===== src/rtl/ttl74163_countdown_ctrl_pkg.sv =====
// Shared definitions for the 74163/7448 countdown sequencer.
//  - state_t      : FSM encoding, 3 bits
//  - CNT_W        : counter / display digit width
//  - DISP_BLANK / DISP_ON : levels of the active-low decoder blanking line
//  - CNT_CLEARED  : shadow value of a cleared counter (Q=0 shown inverted)
//  - is_busy()    : states during which the sequencer owns the datapath
package ttl_ctrl_pkg;

  localparam int CNT_W = 4;

  typedef enum logic [2:0] {
    S_IDLE  = 3'd0,
    S_CLR   = 3'd1,
    S_LOAD  = 3'd2,
    S_RUN   = 3'd3,
    S_PAUSE = 3'd4,
    S_DONE  = 3'd5
  } state_t;

  localparam logic DISP_BLANK = 1'b0;
  localparam logic DISP_ON    = 1'b1;

  localparam logic [CNT_W-1:0] CNT_CLEARED = '1;

  function automatic logic is_busy(input state_t s);
    return (s == S_LOAD) || (s == S_RUN) || (s == S_PAUSE);
  endfunction

endpackage


===== src/rtl/ttl74163_countdown_ctrl_tick_prescaler.sv =====
// Count-step prescaler. Counts "counting cycles" modulo TICK_DIV.
//  CP      in  clock
//  rst     in  synchronous reset, active high
//  run     in  the cycle about to start is a counting cycle
//  restart in  zero the prescaler at this edge (has priority over run)
//  tick    out the counting cycle about to start is the last of a period
// tick is a look-ahead: the parent registers it so that its CE output is
// high during exactly the TICK_DIV-th counting cycle. With TICK_DIV=1 every
// counting cycle is a tick cycle.
module tick_prescaler #(
  parameter int TICK_DIV = 50_000_000
) (
  input  logic CP,
  input  logic rst,
  input  logic run,
  input  logic restart,
  output logic tick
);

  localparam int PW = $clog2(TICK_DIV + 1);
  localparam logic [PW-1:0] LAST = PW'(TICK_DIV - 1);

  logic [PW-1:0] count;

  assign tick = run && !restart && (count == LAST);

  always_ff @(posedge CP) begin
    if (rst)          count <= '0;
    else if (restart) count <= '0;
    else if (run)     count <= tick ? '0 : count + 1'b1;
  end

endmodule


===== src/rtl/ttl74163_countdown_ctrl.sv =====
// Sequencer for a 74163 counter + 7448 decoder countdown display. The counter
// Q is inverted before decode, so counting up shows a falling digit.
//  CP         in  clock
//  rst        in  synchronous reset, active high
//  start      in  load preset and run (restarts when already running)
//  pause      in  hold the count while high in RUN
//  clear      in  synchronous clear of the counter
//  lamp_test  in  force all segments on
//  preset     in  [3:0] start digit
//  PEn        out counter parallel load, active low
//  CE         out counter enable (CEP and CET)
//  MRn        out counter synchronous clear, active low
//  D          out [3:0] counter parallel data (= ~preset)
//  LTN        out decoder lamp test, active low
//  BIN        out decoder blanking, active low
//  RBIN       out ripple blank in, tied high
//  cnt        out [3:0] shadow of the displayed digit (= ~Q)
//  busy       out LOAD/RUN/PAUSE
//  done       out DONE
// Control outputs are registered from the next state, so they are valid for
// the whole cycle the FSM spends in that state.
module ttl74163_countdown_ctrl
  import ttl_ctrl_pkg::*;
#(
  parameter int TICK_DIV    = 50_000_000,
  parameter bit BLINK_EN    = 1'b1,
  parameter int BLINK_TICKS = 1
) (
  input  logic             CP,
  input  logic             rst,
  input  logic             start,
  input  logic             pause,
  input  logic             clear,
  input  logic             lamp_test,
  input  logic [CNT_W-1:0] preset,
  output logic             PEn,
  output logic             CE,
  output logic             MRn,
  output logic [CNT_W-1:0] D,
  output logic             LTN,
  output logic             BIN,
  output logic             RBIN,
  output logic [CNT_W-1:0] cnt,
  output logic             busy,
  output logic             done
);

  localparam logic [3:0] BLINK_LAST = 4'(BLINK_TICKS - 1);

  state_t     state, nxt;
  logic       tick, run, restart;
  logic [3:0] blink_cnt;

  // Prescaler advances on every RUN cycle, and on DONE cycles when blinking.
  assign run     = (nxt == S_RUN) || (BLINK_EN && (nxt == S_DONE));
  assign restart = (nxt == S_LOAD) || (nxt == S_CLR);

  tick_prescaler #(.TICK_DIV(TICK_DIV)) u_presc (
    .CP      (CP),
    .rst     (rst),
    .run     (run),
    .restart (restart),
    .tick    (tick)
  );

  always_ff @(posedge CP) begin
    if (rst) state <= S_IDLE;
    else     state <= nxt;
  end

  always_comb begin
    nxt = state;
    if (clear)
      nxt = S_CLR;
    else if (start && (state inside {S_IDLE, S_RUN, S_PAUSE, S_DONE}))
      nxt = S_LOAD;
    else begin
      case (state)
        S_CLR:   nxt = S_IDLE;
        // D holds ~preset; all ones means a zero digit is being loaded.
        S_LOAD:  nxt = (D == '1) ? S_DONE : S_RUN;
        // Reaching zero beats pause: the counter steps on this edge anyway,
        // and a paused zero would wrap on resume.
        S_RUN: begin
          if (CE && (cnt == CNT_W'(1))) nxt = S_DONE;
          else if (pause)               nxt = S_PAUSE;
        end
        S_PAUSE: if (!pause) nxt = S_RUN;
        default: nxt = state;
      endcase
    end
  end

  always_ff @(posedge CP) begin
    if (rst) begin
      PEn       <= 1'b1;
      CE        <= 1'b0;
      MRn       <= 1'b1;
      D         <= '1;
      LTN       <= 1'b1;
      BIN       <= DISP_ON;
      cnt       <= CNT_CLEARED;
      busy      <= 1'b0;
      done      <= 1'b0;
      blink_cnt <= '0;
    end else begin
      PEn  <= (nxt != S_LOAD);
      MRn  <= (nxt != S_CLR);
      CE   <= (nxt == S_RUN) && tick;
      busy <= is_busy(nxt);
      done <= (nxt == S_DONE);
      LTN  <= ~lamp_test;
      if (nxt == S_LOAD) D <= ~preset;

      // Shadow follows what the physical counter does at this edge,
      // independent of where the FSM goes next.
      if (state == S_CLR)       cnt <= CNT_CLEARED;
      else if (state == S_LOAD) cnt <= ~D;
      else if (CE)              cnt <= cnt - 1'b1;

      if (BLINK_EN && (nxt == S_DONE)) begin
        if (tick) begin
          if (blink_cnt == BLINK_LAST) begin
            BIN       <= ~BIN;
            blink_cnt <= '0;
          end else begin
            blink_cnt <= blink_cnt + 1'b1;
          end
        end
      end else begin
        BIN       <= DISP_ON;
        blink_cnt <= '0;
      end
    end
  end

  assign RBIN = DISP_ON;

endmodule


===== config.mk =====
export PLATFORM = sky130hd
export DESIGN_NAME = ttl74163_countdown_ctrl
export DESIGN_NICKNAME = d
export VERILOG_FILES = /design/src/rtl/ttl74163_countdown_ctrl_pkg.sv /design/src/rtl/ttl74163_countdown_ctrl_tick_prescaler.sv /design/src/rtl/ttl74163_countdown_ctrl.sv
export SDC_FILE = /design/constraint.sdc
export NUM_CORES = 1
export LEC_CHECK = 0
export ABC_AREA = 1
export CAP_MARGIN = 0
export CORE_ASPECT_RATIO = 1.1
export CORE_UTILIZATION = 45
export DETAILED_ROUTE_END_ITERATION = 8
export PLACE_DENSITY = 0.65
export REMOVE_ABC_BUFFERS = 1
export SYNTH_ARGS = -nofsm -noshare
export SYNTH_HDL_FRONTEND = slang
export SYNTH_HIERARCHICAL = 1
export SYNTH_SLANG_ARGS = --single-unit

===== constraint.sdc =====
create_clock -name CP -period 3.65 [get_ports CP]
set_clock_uncertainty 0.1 [all_clocks]
set_input_delay 0.5475 -clock CP [delete_from_list [all_inputs] [get_ports CP]]
set_output_delay 0.5475 -clock CP [all_outputs]
set_load 0.02 [all_outputs]

# == Yosys cells after proc, flatten, opt, wreduce, memory -nomap -nowiden ==
# Index checks and enable logic that the tools add are counted.
# totals
reg_bits,48
in_bits,10
out_inout_bits,16
elab_cells,64
# classes
add_sub_neg,3
eq_ne,15
mux,11
bitwise_logic,5
n_reduce_logical,18
# ops
operator,n
"adder 26 x 1 -> 26 bit, second input constant",1
"equality test 26 bit, second input constant",1
two-way mux 26 bit,1
two-way mux 3 bit,6
"equality test 3 x 2 -> 1 bit, second input constant",4
"equality test 3 bit, second input constant",4
two-way mux 4 bit,3
one-hot mux 3 bit (4 select lines),1
NOT 4 bit,2
"equality test 3 x 1 -> 1 bit, second input constant",2
OR reduction 2 bit,3
logical AND 1 bit,5
"adder 4 x 1 -> 4 bit, second input constant",1
"equality test 4 x 1 -> 1 bit, second input constant",1
"equality test 4 bit, second input constant",1
zero test 4 bit,1
logical OR 1 bit,4
nonzero test 4 bit,1
"subtractor 4 x 1 -> 4 bit, second input constant",1
zero test 3 bit,1
"inequality test 3 x 1 -> 1 bit, second input constant",1
"inequality test 3 x 2 -> 1 bit, second input constant",1
NOT 1 bit,3
AND reduction 2 bit,1
other kinds (2),2

# == Depth between registers and ports, before layout ==
# logic_depth
depth_word,12
mapped_depth,22
ltp_nobuf,21

# == Cells and area by module ==
# Netlist, hierarchy kept.
# by_module_without_submodules
module,instances,cells_each,area_each_um2,seq_area_each_um2
tick_prescaler,1,234,1539.0,520.5
ttl74163_countdown_ctrl,1,167,1233.7,440.4

# == Least setup slack after synthesis ==
# OpenSTA, ideal clock, no wires.
# synth_path
kind,reg-to-reg
startpoint,reg cnt[1]
endpoint,reg BIN
setup_time_ns,0.115
arrival_time_ns,2.816
required_time_ns,3.435
setup_slack_ns,0.619
stages_incl_launch_ff,19
path_buffers,0
period_less_slack_ns,3.031
cell_sequence,dfxtp_1 > inv_1 > ha_1 > nand2_1 > inv_1 > nand2_1 > nand2_1 > nand2_1 > nand2_1 > a21oi_4 > nand3_1 > nand2_1 > nand2_1 > inv_2 > nand2_1 > nor4_1 > nand3_1 > xor2_1 > nand2_1
# synth_via
word_cells_on_any_way,18
classes_between,5 x eq/ne; 4 x mux; 1 x bitwise; 8 x reduce/logical
# synth_lines
element,line,text
from (decl),ttl74163_countdown_ctrl.sv:43,"output logic [CNT_W-1:0] cnt,"
from (signal assigned),ttl74163_countdown_ctrl.sv:118,else if (state == S_LOAD) cnt <= ~D;
from (signal assigned),ttl74163_countdown_ctrl.sv:119,else if (CE) cnt <= cnt - 1'b1;
equality test 4 x 1 -> 1 bit *,ttl74163_countdown_ctrl.sv:85,if (CE && (cnt == CNT_W'(1))) nxt = S_DONE;
logical AND 1 bit *,ttl74163_countdown_ctrl.sv:85,
two-way mux 3 bit *,ttl74163_countdown_ctrl.sv:85,
one-hot mux 3 bit (4 select lines) *,ttl74163_countdown_ctrl.sv:78,case (state)
two-way mux 3 bit *,ttl74163_countdown_ctrl.sv:75,"else if (start && (state inside {S_IDLE, S_RUN, S_PAUSE, S_DONE}))"
two-way mux 3 bit *,ttl74163_countdown_ctrl.sv:73,if (clear)
equality test 3 x 2 -> 1 bit / equality test 3 bit (equally long branches),ttl74163_countdown_ctrl.sv:55,assign run = (nxt == S_RUN) || (BLINK_EN && (nxt == S_DONE));
logical OR 1 bit *,ttl74163_countdown_ctrl.sv:55,
via run,ttl74163_countdown_ctrl.sv:51,"logic tick, run, restart;"
logical AND 1 bit * (2 in series),ttl74163_countdown_ctrl_tick_prescaler.sv:25,assign tick = run && !restart && (count == LAST);
via tick,ttl74163_countdown_ctrl.sv:51,
AND reduction 2 bit (no line) *,--,
to (signal assigned),ttl74163_countdown_ctrl.sv:124,BIN <= ~BIN;
to (decl),ttl74163_countdown_ctrl.sv:41,"output logic BIN,"
# The timed path passes the listed nets; every way through them passes the cells marked *.
# A chain may end at the register's enable or synchronous reset.

# == Worst setup path after layout ==
# layout_path
startpoint,in pause
endpoint,reg u_presc.count[18]
# layout_via
word_cells_on_any_way,17
classes_between,4 x eq/ne; 7 x mux; 6 x reduce/logical
# layout_lines
element,line,text
from (decl),ttl74163_countdown_ctrl.sv:32,"input logic pause,"
two-way mux 3 bit,ttl74163_countdown_ctrl.sv:86,else if (pause) nxt = S_PAUSE;
two-way mux 3 bit,ttl74163_countdown_ctrl.sv:85,
one-hot mux 3 bit (4 select lines) *,ttl74163_countdown_ctrl.sv:78,
two-way mux 3 bit *,ttl74163_countdown_ctrl.sv:75,
two-way mux 3 bit *,ttl74163_countdown_ctrl.sv:73,
equality test 3 x 2 -> 1 bit / equality test 3 bit (equally long branches),ttl74163_countdown_ctrl.sv:55,
logical OR 1 bit *,ttl74163_countdown_ctrl.sv:55,
via run,ttl74163_countdown_ctrl.sv:51,
logical AND 1 bit (2 in series),ttl74163_countdown_ctrl_tick_prescaler.sv:25,
two-way mux 26 bit,ttl74163_countdown_ctrl_tick_prescaler.sv:30,else if (run) count <= tick ? '0 : count + 1'b1;
to (signal assigned),ttl74163_countdown_ctrl_tick_prescaler.sv:30,
to (decl),ttl74163_countdown_ctrl_tick_prescaler.sv:23,logic [PW-1:0] count;
# Marked as above.

==> impl_metrics.tcl <==
set metrics [dict create \
    run_status "finished clean" \
    cp.arrival_ns 2.91 \
    fin_hold_ws_ns 0.385 \
    die_h_um 84.3 \
    vias 2470 \
    via_per_inst 4.87 \
    min_period_ns 2.82 \
    rr_worst_depth 16 \
    grt_use_total 0.190 \
    setup_viol 0 \
    drt_iter0_markers 116 \
    start_kind "input port" \
    grt_pass1_vias 2286 \
    dp_hpwl_mm 4.47 \
    fp.dieW_um 76.8 \
    fin_util 0.554 \
    drv_cap 0 \
    numPortBuffers 24 \
    timing.fmax_ghz 0.355 \
    p_total_mw 1.23 \
    setup_tns_ns 0 \
    leakagePower_nw 1.35 \
    peakVddDrop_mv 0.227 \
    firstDrtPassIters 4 \
    worst_pin_slew_ns 0.563 \
    io_pins 26 \
    post-route-cell-area_um2 3240 \
    slew_headroom 0.624 \
    grt_max_degree 16 \
    worstSetupEndpointType "flip-flop" \
    die_area_um2 6480 \
    timing.rr.start "state[1]$_SDFF_PP0_" \
    hp-class "flip-flop to flip-flop" \
    drive_above_1_share 0.142 \
    timing.final.crit_share 0.772 \
    drcViolationCount 0 \
    detail-route-antenna-nets 0 \
    wl_mm 5.78 \
    cts_setup_buffers 0 \
    rows 29 \
    place_ws_ns 0.557 \
    required_ns 3.74 \
    p_per_area_nw_per_um2 380 \
    finalHoldViolations 0 \
    clock_latency_ns 0.30 \
    gp_congestion 0.841 \
    fin_ws_ns 0.833 \
    cts-root-buf "clkbuf_8" \
    synth-seq-cells 48 \
    clk_pin_slew_worst_paths_ns 0.08 \
    whs_path_depth 2 \
    avgRoutedWirePerCell_um 11.4 \
    crit_type "input port to flip-flop" \
    layoutNonFillerInstCount 507 \
    synthCells 401 \
    rsz0062_at_grt "false" \
    finalMaxSlewViolations 0 \
    cts.sinks 48 \
    ctsResizeCount 0 \
    placed_cell_area_um2 3080 \
    antenna_cells 0 \
    cts_hold_buffers 0 \
    syn_area_per_cell_um2 6.91 \
    cts_made_buffers 5 \
    dp.cells 499 \
    cts_tree "yes" \
    reg2reg_to "u_presc/count[18]$_SDFFE_PP0P_" \
    ys.warnings.count 6 \
    synth.distinct_cells 34 \
    grt_pass1_wl_mm 9.90 \
    ff2ff_setup_slack_ns 0.85 \
    path_max_fanout 12 \
    syn_to_final_growth_pct 16.8 \
    grt_overflow 0 \
    clockBufferDepth 2 \
    worstHoldEndpoint "u_presc/count[0]$_SDFFE_PP0P_" \
    antenna_found_initial 0 \
    htreeDepth 2 \
    post_synth_instance_area_um2 2770 \
    coreArea_um2 5840 \
    seq_area_frac_synth 0.347 \
    start_util 0.475 \
    min_from "u_presc/count[0]$_SDFFE_PP0P_" \
    nNetsFinal 444 \
]
-- critical path, stage by stage --
cell and delay, ns:
clkdlybuf4s50_1 0.45, nor2_1 0.15, nand2_1 0.07, nand2_1 0.06
nand2_1 0.09, a21oi_4 0.34, nand3_1 0.17, nand2_1 0.12
buf_4 0.22, nand2_2 0.10, nor2_4 0.12, nand2_1 0.12
nor2_2 0.16, nand3_1 0.09, nand2_1 0.07, nor2_1 0.03
-- flip-flops by register name (all words and copies together), names as in the netlist --
| name | count |
|---|---|
| BIN | 1 |
| CE | 1 |
| D | 4 |
| LTN | 1 |
| MRn | 1 |
| PEn | 1 |
| blink_cnt | 4 |
| busy | 1 |
| cnt | 4 |
| done | 1 |
| state | 3 |
| u_presc/count | 26 |
-- layout make-up --
type                       instances  area, µm²
timing repair buffer              26        255
clock buffer                       5       68.8
inverter                          56        213
fill                             571       2600
tap                               77       96.3
sequential                        48        961
clock inverter                     3       90.1
multi-input combinational        292       1550
-- synthesized netlist by cell type --
cell,count,area (µm²)
xor2_1,8,70.1
nand3_2,4,40.0
nand2_4,1,11.3
inv_4,1,6.26
or2_2,1,6.26
nor4_1,1,6.26
nor2_1,66,248
buf_4,3,22.5
nor3b_1,1,7.51
inv_1,45,169
nor2_2,11,68.8
nand2_2,9,56.3
xnor2_1,5,43.8
inv_2,10,37.5
conb_1,1,3.75
o21ai_0,2,10.0
nand3_4,3,52.6
ha_1,5,62.6
nand3b_1,1,7.51
o21ai_2,1,8.76
o221ai_1,4,35.0
nor2_4,6,67.6
nand3_1,32,160
nand4_1,9,56.3
nor3_2,1,10.0
nor2_8,1,20.0
nand2_1,100,375
dfxtp_1,48,961
a21oi_1,13,65.1
mux2i_1,1,10.0
nor3_1,2,10.0
a21oi_4,2,32.5
buf_6,2,22.5
o311ai_0,1,8.76
-- worst max-delay path by stage --
stage	startpoint	end	slack, ns	depth (start not counted)
finish	pause	u_presc/count[18]$_SDFFE_PP0P_	0.83	16
floorplan	cnt[1]$_SDFFE_PP1P_	BIN$_SDFFE_PP1P_	0.39	18
detailed placement	pause	BIN$_SDFFE_PP1P_	0.56	16
global placement	pause	BIN$_SDFFE_PP1P_	0.61	16
CTS	state[1]$_SDFF_PP0_	u_presc/count[18]$_SDFFE_PP0P_	0.86	16
global route	pause	u_presc/count[18]$_SDFFE_PP0P_	0.56	16
-- cells in the final DEF (no fill, tap or decap), types with 6 or more instances in the layout --
cell / instances
a21oi_1: 13
clkdlybuf4s50_1: 24
dfxtp_1: 48
inv_1: 45
inv_2: 10
nand2_1: 100
nand2_2: 9
nand3_1: 32
nand4_1: 9
nor2_1: 66
nor2_2: 11
nor2_4: 6
xor2_1: 8
-- power by group --
group	internal (mW)	switching (mW)
combinational	0.0613	0.0972
clock	0.342	0.180
sequential	0.536	0.0138
-- logic make-up after synthesis --
kind of cell | after synthesis | synth area share
AOI/OAI and AO/OA | 23 | 0.0578
other | 1 | 0.00135
xor gates and xnor gates | 13 | 0.0411
muxes | 1 | 0.00361
adders and majority gates | 5 | 0.0226
DFF | 48 | 0.347
and+or+nand+nor | 249 | 0.434
buffers and inverters | 61 | 0.0930
-- per-layer routing --
metal  share of wire  track usage
met5               0            0
met4           0.016       0.0717
met3           0.024       0.0326
met2            0.51        0.357
met1            0.44        0.210
(Power assumes the default switching activity.)
